## config.mk

```make
export PLATFORM = sky130hd
export DESIGN_NAME = stream_arbiter_flat
export DESIGN_NICKNAME = d
export VERILOG_FILES = /design/src/rtl/stream_arbiter_pkg.sv /design/src/rtl/stream_arbiter_if.sv /design/src/rtl/stream_arbiter_rr_pick.sv /design/src/rtl/stream_arbiter.sv /design/src/flat_wrapper.sv
export SDC_FILE = /design/constraint.sdc
export NUM_CORES = 1
export LEC_CHECK = 0
export ABC_AREA = 1
export CAP_MARGIN = 15
export CORE_AREA = 2 2 134 136
export CTS_BUF_LIST = sky130_fd_sc_hd__clkbuf_16
export DETAILED_ROUTE_END_ITERATION = 6
export DIE_AREA = 0 0 136 138
export PLACE_DENSITY_LB_ADDON = 0.08
export SYNTH_ARGS = -nofsm -noshare
export SYNTH_HDL_FRONTEND = slang
export SYNTH_SLANG_ARGS = --single-unit
```

## constraint.sdc

```tcl
create_clock -name clk -period 1.6 [get_ports clk]
set_clock_uncertainty 0.1 [all_clocks]
set_input_delay 0.24 -clock clk [delete_from_list [all_inputs] [get_ports clk]]
set_output_delay 0.24 -clock clk [all_outputs]
set_load 0.05 [all_outputs]
```

## src/rtl/stream_arbiter_pkg.sv

```systemverilog
// stream_arbiter_pkg: shared state type and default parameters for the stream arbiter.
package stream_arbiter_pkg;
    typedef enum logic {IDLE, LOCKED} arb_state_e;
    localparam int DEF_NUM_REQ    = 4;
    localparam int DEF_DATA_WIDTH = 64;
    localparam int DEF_TIMEOUT    = 255;
endpackage

```

## src/rtl/stream_arbiter_if.sv

```systemverilog
// stream_arbiter_if: requester-side and downstream stream signals of the arbiter.
interface stream_arbiter_if import stream_arbiter_pkg::*; #(
    parameter int NUM_REQ    = DEF_NUM_REQ,
    parameter int DATA_WIDTH = DEF_DATA_WIDTH
);
    logic [NUM_REQ-1:0]            req_valid;
    logic [NUM_REQ*DATA_WIDTH-1:0] req_data;
    logic [NUM_REQ-1:0]            req_last;
    logic [NUM_REQ-1:0]            req_ready;
    logic                          out_valid;
    logic [DATA_WIDTH-1:0]         out_data;
    logic                          out_last;
    logic                          out_ready;
    logic [NUM_REQ-1:0]            grant;
    logic                          timeout_err;
    modport slave (
        input  req_valid, req_data, req_last, out_ready,
        output req_ready, out_valid, out_data, out_last, grant, timeout_err
    );
    modport master (
        output req_valid, req_data, req_last, out_ready,
        input  req_ready, out_valid, out_data, out_last, grant, timeout_err
    );
endinterface

```

## src/rtl/stream_arbiter_rr_pick.sv

```systemverilog
// rr_pick: round-robin priority encoder searching upward from last_i+1 with wrap.
module rr_pick #(
    parameter int NUM_REQ = 4,
    localparam int IW = $clog2(NUM_REQ)
) (
    input  logic [NUM_REQ-1:0] req_i,
    input  logic [IW-1:0]      last_i,
    output logic [NUM_REQ-1:0] pick_o,
    output logic [IW-1:0]      idx_o
);
    logic [IW-1:0] j;
    // Scan farthest-first so the nearest asserted requester overwrites the result.
    always_comb begin
        idx_o = '0;
        j = '0;
        for (int k = NUM_REQ; k >= 1; k--) begin
            j = IW'((int'(last_i) + k) % NUM_REQ);
            idx_o = req_i[j] ? j : idx_o;
        end
    end
    assign pick_o = (|req_i) ? NUM_REQ'(1) << idx_o : '0;
endmodule

```

## src/rtl/stream_arbiter.sv

```systemverilog
// stream_arbiter: packet-locked round-robin arbiter with a stall watchdog,
// muxing NUM_REQ upstream streams onto one downstream stream.
module stream_arbiter import stream_arbiter_pkg::*; #(
    parameter int NUM_REQ    = DEF_NUM_REQ,
    parameter int DATA_WIDTH = DEF_DATA_WIDTH,
    parameter int TIMEOUT    = DEF_TIMEOUT
) (
    input logic clk,
    input logic reset,
    stream_arbiter_if.slave bus
);
    localparam int IW = $clog2(NUM_REQ);
    localparam int SW = $clog2(TIMEOUT + 1);
    arb_state_e            state_q;
    logic [NUM_REQ-1:0]    grant_q;
    logic [IW-1:0]         idx_q;
    logic [IW-1:0]         last_q;
    logic [SW-1:0]         stall_q;
    logic [SW-1:0]         stall_d;
    logic                  timeout_err_q;
    logic [NUM_REQ-1:0]    pick;
    logic [IW-1:0]         pick_idx;
    logic                  sel_valid;
    logic                  sel_last;
    logic [DATA_WIDTH-1:0] data_mux;
    rr_pick #(.NUM_REQ(NUM_REQ)) u_pick (
        .req_i (bus.req_valid),
        .last_i(last_q),
        .pick_o(pick),
        .idx_o (pick_idx)
    );
    // grant_q is zero outside LOCKED, so every downstream output is zero when idle.
    assign sel_valid       = |(bus.req_valid & grant_q);
    assign sel_last        = |(bus.req_last & grant_q);
    assign stall_d         = stall_q + SW'(1);
    assign bus.req_ready   = bus.out_ready ? grant_q : '0;
    assign bus.out_valid   = sel_valid;
    assign bus.out_last    = sel_last;
    assign bus.out_data    = data_mux;
    assign bus.grant       = grant_q;
    assign bus.timeout_err = timeout_err_q;
    always_comb begin
        data_mux = '0;
        for (int i = 0; i < NUM_REQ; i++)
            data_mux = data_mux | (grant_q[i] ? bus.req_data[i*DATA_WIDTH +: DATA_WIDTH] : '0);
    end
    always_ff @(posedge clk or negedge reset) begin
        if (!reset) begin
            state_q       <= IDLE;
            grant_q       <= '0;
            idx_q         <= '0;
            last_q        <= IW'(NUM_REQ - 1);
            stall_q       <= '0;
            timeout_err_q <= 1'b0;
        end else begin
            timeout_err_q <= 1'b0;
            case (state_q)
                IDLE: if (|bus.req_valid) begin
                    state_q <= LOCKED;
                    grant_q <= pick;
                    idx_q   <= pick_idx;
                    stall_q <= '0;
                end
                LOCKED: if (sel_valid) begin
                    stall_q <= '0;
                    if (bus.out_ready && sel_last) begin
                        state_q <= IDLE;
                        grant_q <= '0;
                        last_q  <= idx_q;
                    end
                end else begin
                    stall_q <= stall_d;
                    if (stall_d == SW'(TIMEOUT)) begin
                        state_q       <= IDLE;
                        grant_q       <= '0;
                        last_q        <= idx_q;
                        timeout_err_q <= 1'b1;
                    end
                end
                default: state_q <= IDLE;
            endcase
        end
    end
endmodule

```

## src/flat_wrapper.sv

```systemverilog
// flat-port wrapper written by rule: the top's interface ports become plain ports
module stream_arbiter_flat import stream_arbiter_pkg::*;
#(
    parameter int NUM_REQ    = DEF_NUM_REQ,
    parameter int DATA_WIDTH = DEF_DATA_WIDTH,
    parameter int TIMEOUT    = DEF_TIMEOUT
)
  (clk, reset, bus_req_valid, bus_req_data, bus_req_last, bus_out_ready, bus_req_ready, bus_out_valid, bus_out_data, bus_out_last, bus_grant, bus_timeout_err);
  stream_arbiter_if #(.NUM_REQ(NUM_REQ), .DATA_WIDTH(DATA_WIDTH)) bus_i ();
  input logic clk;
  input logic reset;
  input wire logic [$bits(bus_i.req_valid)-1:0] bus_req_valid;
  input wire logic [$bits(bus_i.req_data)-1:0] bus_req_data;
  input wire logic [$bits(bus_i.req_last)-1:0] bus_req_last;
  input wire logic [$bits(bus_i.out_ready)-1:0] bus_out_ready;
  output wire logic [$bits(bus_i.req_ready)-1:0] bus_req_ready;
  output wire logic [$bits(bus_i.out_valid)-1:0] bus_out_valid;
  output wire logic [$bits(bus_i.out_data)-1:0] bus_out_data;
  output wire logic [$bits(bus_i.out_last)-1:0] bus_out_last;
  output wire logic [$bits(bus_i.grant)-1:0] bus_grant;
  output wire logic [$bits(bus_i.timeout_err)-1:0] bus_timeout_err;
  assign bus_i.req_valid = bus_req_valid;
  assign bus_i.req_data = bus_req_data;
  assign bus_i.req_last = bus_req_last;
  assign bus_i.out_ready = bus_out_ready;
  assign bus_req_ready = bus_i.req_ready;
  assign bus_out_valid = bus_i.out_valid;
  assign bus_out_data = bus_i.out_data;
  assign bus_out_last = bus_i.out_last;
  assign bus_grant = bus_i.grant;
  assign bus_timeout_err = bus_i.timeout_err;
  stream_arbiter #(.NUM_REQ(NUM_REQ), .DATA_WIDTH(DATA_WIDTH), .TIMEOUT(TIMEOUT)) u_core (.clk(clk), .reset(reset), .bus(bus_i));
endmodule
```

==> results of run 1 <==
cell usage after synthesis, types with 2 or more instances:
cell type  count  area, um^2
o21ai_2        3        26.3
o22ai_1        4        25.0
nor2_2         5        31.3
buf_2          2        10.0
o21ai_0        2        10.0
nand3_1        9        45.0
nor2_1         6        22.5
inv_2          2        7.51
nand2_1      324        1220
nand4_1       72         450
dfrtp_1       16         400
o21ai_1        7        35.0
dfstp_2        2        52.6
ha_1           2        25.0
nand2_2        7        43.8
clkbuf_1      22        82.6
buf_1          5        18.8
inv_1         22        82.6
nand2_4        2        22.5
nor2_4         2        22.5
final cells by class:
cell class / instances / area, um^2 / area share [%]
multi-input cells: 451 / 2300 / 27.9
inverters: 26 / 111 / 1.35
repair buffers: 407 / 5000 / 60.7
diodes: 2 / 5.00 / 0.0607
clock buffers: 3 / 75.1 / 0.910
well taps: 229 / 287 / 3.47
flip-flops and latches: 18 / 458 / 5.55
clock inverters: 1 / 3.75 / 0.0455
metal layers:
| metal | up-vias | routed length (um) | GRT usage [%] |
|---|---|---|---|
| li1 | 2482 | - | - |
| met1 | 2397 | 7820 | 21.9 |
| met2 | 227 | 11300 | 39.2 |
| met3 | 50 | 1700 | 4.22 |
| met4 | 2 | 802 | 6.41 |
| met5 | - | 13 | 0 |
worst max path at each step:
stage | endpoint | slack (ns)
after global routing | u_core.bus.timeout_err | -0.29
after global placement | u_core.bus.grant[1] | -0.19
after detailed placement | u_core.last_q[1] | -0.23
after CTS | bus_out_data[54] | -0.21
final | bus_out_data[16] | -0.24
after floorplan | u_core.bus.grant[0] | -0.35
cells by family after synthesis:
logic type / count (synthesis) / synth area share (%)
AO/OA/AOI/OAI: 19 / 4.41
adder cells (fa/ha/maj): 2 / 0.927
flip-flops: 18 / 16.8
AND/OR/NAND/NOR: 430 / 69.8
buffers and inverters: 56 / 8.12
sequential cells by signal, indices dropped and copies added, names as in the netlist:
name,count
u_core.stall_q,8
u_core.bus.grant,4
u_core.idx_q,2
u_core.last_q,2
u_core.bus.timeout_err,1
u_core.state_q,1
report_power, final:
part	leakage, nW	internal [mW]	total, mW	switching [mW]
clock	0.0385	0.333	0.507	0.175
sequential	0.216	0.566	0.658	0.0922
combinational	3.10	1.28	2.36	1.08
total	3.35	2.18	3.52	1.34
worst max-delay path, delay by kind of cell (launching register included):
family	cells	cell delay (ns)
DFF	1	0.51
and+or+nand+nor	2	0.29
buffers and inverters	2	0.44
repair_timing:
item / CTS / global route
setup buffers: 14 / 13
gates resized for setup: 56 / 66
endpoints found under the setup margin: 78 / 85
pin swaps: 29 / 39
cloned: 2 / 7
stage by stage:
step	std cells	hold slack (ns)
2_1_floorplan	525	-0.156
3_3_place_gp	1096	0.404
5_1_grt	1137	0.236
3_5_place_dp	1096	0.395
4_1_cts	1116	0.222
6_report	1137	0.212
==> metrics.yaml, run 1 <==
die:
  die_area_um2: 18800
  dieWidth_um: 136
  rows: 49
  die_h_um: 138
  core_um2: 17500
  ios: 342
  start_util_pct: 15.4
global_route:
  grt_pass1_wl_mm: 29.7
  antenna_found_initial: 3
  grt_usage_pct: 20.4
  grt_pass1_vias: 5093
  grt_start_max_net_pins: 39
  grt-ovfl-total: 0
timing:
  fin_crit_ns: 1.84
  maxSlewViolCount: 0
  worst_pin_slew_ns: 0.468
  setup_viol: 81
  finalCritPeriodShare_pct: 115
  clock.fmax_mhz: 544
  slew_headroom_pct: 68.8
  setup_slack_ns: -0.240
  rsz0062_at_grt: "yes"
  hold_violations: 0
  fin_setup_tns_ns: -12.03
finish:
  layout_commonest_cell: "nand2_1"
  syn_to_final_growth_pct: 206
  postLayoutCellArea_um2: 8250
  utilization_pct: 47.0
  final_cell_mix: "269 x nand2_1, 266 x clkdlybuf4s50_1, 85 x buf_12, 72 x nand4_1, 56 x nand2_2"
  final_net_count: 1176
  n_fill_cell: 1700
  drive_above_1_share_pct: 27.8
clock_tree:
  clock_path_buffers: 2
  htreeDepth: 1
  clk_pin_slew_ns: 0.06
  cts_made_buffers: 3
  cts_hold_buf: 0
  cts.sinks: 18
  cts-root-buf: "clkbuf_16"
  clock_latency_ns: 0.25
  cts_tree: "built"
place:
  gp_congestion: 0.923
  dpl.hpwl_mm: 16.3
  io_buffers: 341
  place_ws_ns: -0.225
  placedInstanceArea_um2: 7380
detailed_routing:
  avgViaCountPerCell: 4.54
  routedWlPerCell_um: 19.0
  drc: 0
  first_pass_iters: 5
  drt_iter0_drc: 202
  num_vias: 5158
  drtAntennaViolNets: 0
  wl_mm: 21.6
setup_path:
  r2r_slack_ns: -0.16
  r2r.worst_path.cells: 12
  max_stage_delay_ns: 0.51
  slowest_stage: "dfrtp_2"
  cp.arrival_ns: 1.50
  end_kind: "primary output"
  crit_top_cell: "buf_12"
  path_cells: "buf_12 > nand2_2 > nand4_1 > buf_12"
  setup.worst_path.start_class: "register"
  crit_fanout: 19
  worstReg2RegEnd: "u_core.bus.grant[0]"
  crit_start: "u_core.bus.grant[1]"
  crit_type: "register to primary output"
  rr_startpoint: "u_core.last_q[0]"
  worst-endpoint-required_ns: 1.26
yosys:
  ys_seq_area_share_pct: 16.8
  synthCells: 525
  avgSynthCellArea_um2: 5.14
  yosys_register_bits: 18
  synth_edf_count: 0
  synth_cell_type_count: 29
  syn_nets: 794
  synth_area_um2: 2700
  ys_async_sr_fraction_pct: 100
  yosysWarningCount: 0
  synth_flop_cell: "dfrtp_1"
run:
  maxCapViolCount: 0
pwr:
  ir_worst_vdd_mv: 0.843
  p_leak_nw: 3.35
  total_power_mw: 3.52
  power_density_nw_per_um2: 427
hold_path:
  hp-class: "input pin to async pin"
outcome:
  outcome: "finished with violations"
  violations: "negative setup slack"
Note: power is estimated with default switching activity, not from simulation.
==> inputs of run 2 (changes only) <==
--- a/config.mk
+++ b/config.mk
@@ -7,10 +7,12 @@
 export LEC_CHECK = 0
 export ABC_AREA = 1
 export CAP_MARGIN = 15
-export CORE_AREA = 2 2 134 136
+export CELL_PAD_IN_SITES_DETAIL_PLACEMENT = 0
+export CELL_PAD_IN_SITES_GLOBAL_PLACEMENT = 1
+export CORE_MARGIN = 2
+export CORE_UTILIZATION = 13
 export CTS_BUF_LIST = sky130_fd_sc_hd__clkbuf_16
 export DETAILED_ROUTE_END_ITERATION = 6
-export DIE_AREA = 0 0 136 138
 export PLACE_DENSITY_LB_ADDON = 0.08
 export SYNTH_ARGS = -nofsm -noshare
 export SYNTH_HDL_FRONTEND = slang
==> metrics.yaml, run 2 (same netlist as run 1, synthesis figures left out) <==
place:
  dpl.cell_count: 1141  # was 1096
  place_ws_ns: -0.247  # was -0.225 ns
  io_buffers: 341  # unchanged
  gp_congestion: 0.883  # was 0.923
  dpl.hpwl_mm: 17.1  # was 16.3 mm
outcome:
  violations: "negative setup slack"  # unchanged
  outcome: "finished with violations"  # unchanged
pwr:
  ir_worst_vdd_mv: 0.716  # was 0.843 mV
  power_density_nw_per_um2: 433  # was 427 nW/um^2
  p_leak_nw: 3.41  # was 3.35 nW
global_route:
  grt_pass1_vias: 5069  # was 5093
  busiest_layer: "met2"  # unchanged
  grt_start_max_net_pins: 33  # was 39
  grt.met2_usage_pct: 35.1  # was 39.2%
  grt_usage_pct: 18.4  # was 20.4%
  use_met1_pct: 21.4  # was 21.9%
  grt_pass1_wl_mm: 31.0  # was 29.7 mm
  grt-ovfl-total: 0  # unchanged
  met3_usage_pct: 3.10  # was 4.22%
  antenna_found_initial: 3  # unchanged
finish:
  final_net_count: 1172  # was 1176
  instances_no_fill: 1175  # was 1137
  ff_latch_area_um2: 458  # unchanged
  multi_input_area_um2: 2410  # was 2300 um^2
  layout_commonest_cell: "clkdlybuf4s50_1"  # was nand2_1
  largest_reg_flops: 8  # unchanged
  drive_above_1_share_pct: 29.6  # was 27.8%
  syn_to_final_growth_pct: 210  # was 206%
  final_cell_mix: "266 x clkdlybuf4s50_1, 251 x nand2_1, 88 x buf_12, 72 x nand4_1, 66 x nand2_2"  # was 269 x nand2_1, 266 x clkdlybuf4s50_1, 85 x buf_12, 72 x nand4_1, 56 x nand2_2
  n_fill_cell: 2095  # was 1700
  utilization_pct: 41.2  # was 47.0%
  top_register: "u_core.stall_q"  # unchanged
die:
  die_area_um2: 21900  # was 18800 um^2
  dieWidth_um: 148  # was 136 um
  core_um2: 20300  # was 17500 um^2
  rows: 52  # was 49
  die_h_um: 148  # was 138 um
  ios: 342  # unchanged
  start_util_pct: 13.3  # was 15.4%
clock_tree:
  clock_latency_ns: 0.25  # about the same
  cts_tree: "built"  # unchanged
  cts_made_buffers: 3  # unchanged
  cts_hold_buf: 0  # unchanged
  clk_pin_slew_ns: 0.06  # about the same
  cts.sinks: 18  # unchanged
  clock_path_buffers: 2  # unchanged
  cts-root-buf: "clkbuf_16"  # unchanged
  htreeDepth: 1  # unchanged
detailed_routing:
  first_pass_iters: 4  # was 5
  drtAntennaViolNets: 0  # unchanged
  drc: 0  # unchanged
  routedWlPerCell_um: 18.9  # was 19.0 um
  drt_iter0_drc: 121  # was 202
  wl_mm: 22.2  # was 21.6 mm
  avgViaCountPerCell: 4.27  # was 4.54
  num_vias: 5020  # was 5158
setup_path:
  crit_type: "register to primary output"  # unchanged
  setup.worst_path.start_class: "register"  # unchanged
  worst-endpoint-required_ns: 1.26  # about the same
  cp.arrival_ns: 1.43  # was 1.50 ns
  end_kind: "primary output"  # unchanged
  crit_fanout: 16  # was 19
run:
  maxCapViolCount: 0  # unchanged
timing:
  setup_slack_ns: -0.173  # was -0.240 ns
  finalCritPeriodShare_pct: 111  # was 115%
  fin_setup_tns_ns: -9.93  # was -12.03 ns
  worst_pin_slew_ns: 0.420  # was 0.468 ns
  maxSlewViolCount: 0  # unchanged
  finalHoldWorstSlack_ns: 0.219  # was 0.212 ns
  setup_viol: 78  # was 81
  slew_headroom_pct: 72.0  # was 68.8%
  rsz0062_at_grt: "yes"  # unchanged
  hold_violations: 0  # unchanged
  fin_crit_ns: 1.77  # was 1.84 ns
  clock.fmax_mhz: 564  # was 544 MHz
hold_path:
  hp-class: "input pin to async pin"  # unchanged
[run 2: repair_timing]
item                                    4_1_cts  5_1_grt
resized for setup                            46      105
gates cloned                                  2        4
pin swaps                                    36       37
endpoints found under the setup margin       79       87
buffers inserted                             10       11
[run 2: layer usage]
metal  vias to the layer above  part of all wire (%)
met2                       179                    53
met5                         -                     0
met3                        22                   5.9
met1                      2345                    39
met4                         0                   2.0
li1                       2474                     -
[run 2: area by class of cell]
cell class	count	share of cell area [%]
diodes	3	0.0897
clock buffers	3	0.897
clock inverters	1	0.0449
inverters	26	1.35
multi-input cells	451	28.8
flip-flops and latches	18	5.47
well taps	270	4.04
repair buffers	403	59.3
[run 2: worst max-delay path: stages (launching register included)]
cell	delay, ns
dfrtp_2	0.45
buf_12	0.15
buf_16	0.16
nand2_1	0.07
nand4_1	0.15
buf_12	0.19
[run 2: worst paths after layout]
check | startpoint | to | slack [ns] | depth (start not counted)
worst max-delay path | u_core.bus.grant[0] | bus_out_data[16] | -0.17 | 5
worst min-delay path | reset | u_core.stall_q[4] | 0.22 | 2
worst max register to register | u_core.last_q[0] | u_core.bus.grant[0] | -0.12 | 12
worst min register to register | u_core.idx_q[1] | u_core.last_q[1] | 0.42 | 2
max in group asynchronous | reset | u_core.last_q[1] | 0.91 | 2
min in group clk | u_core.idx_q[1] | u_core.last_q[1] | 0.42 | 2
[run 2: stage by stage]
stage | cell area, um^2 | power (mW)
5_1_grt | 8370 | 3.85
6_report | 8370 | 3.62
2_1_floorplan | 2850 | 1.51
3_3_place_gp | 7470 | 2.71
3_5_place_dp | 7470 | 2.74
4_1_cts | 7820 | 3.33
[run 2: report_power, final]
part / switching (mW) / total [mW] / internal [mW]
Clock: 0.176 / 0.509 / 0.332
Sequential: 0.111 / 0.676 / 0.565
Combinational: 1.11 / 2.44 / 1.33
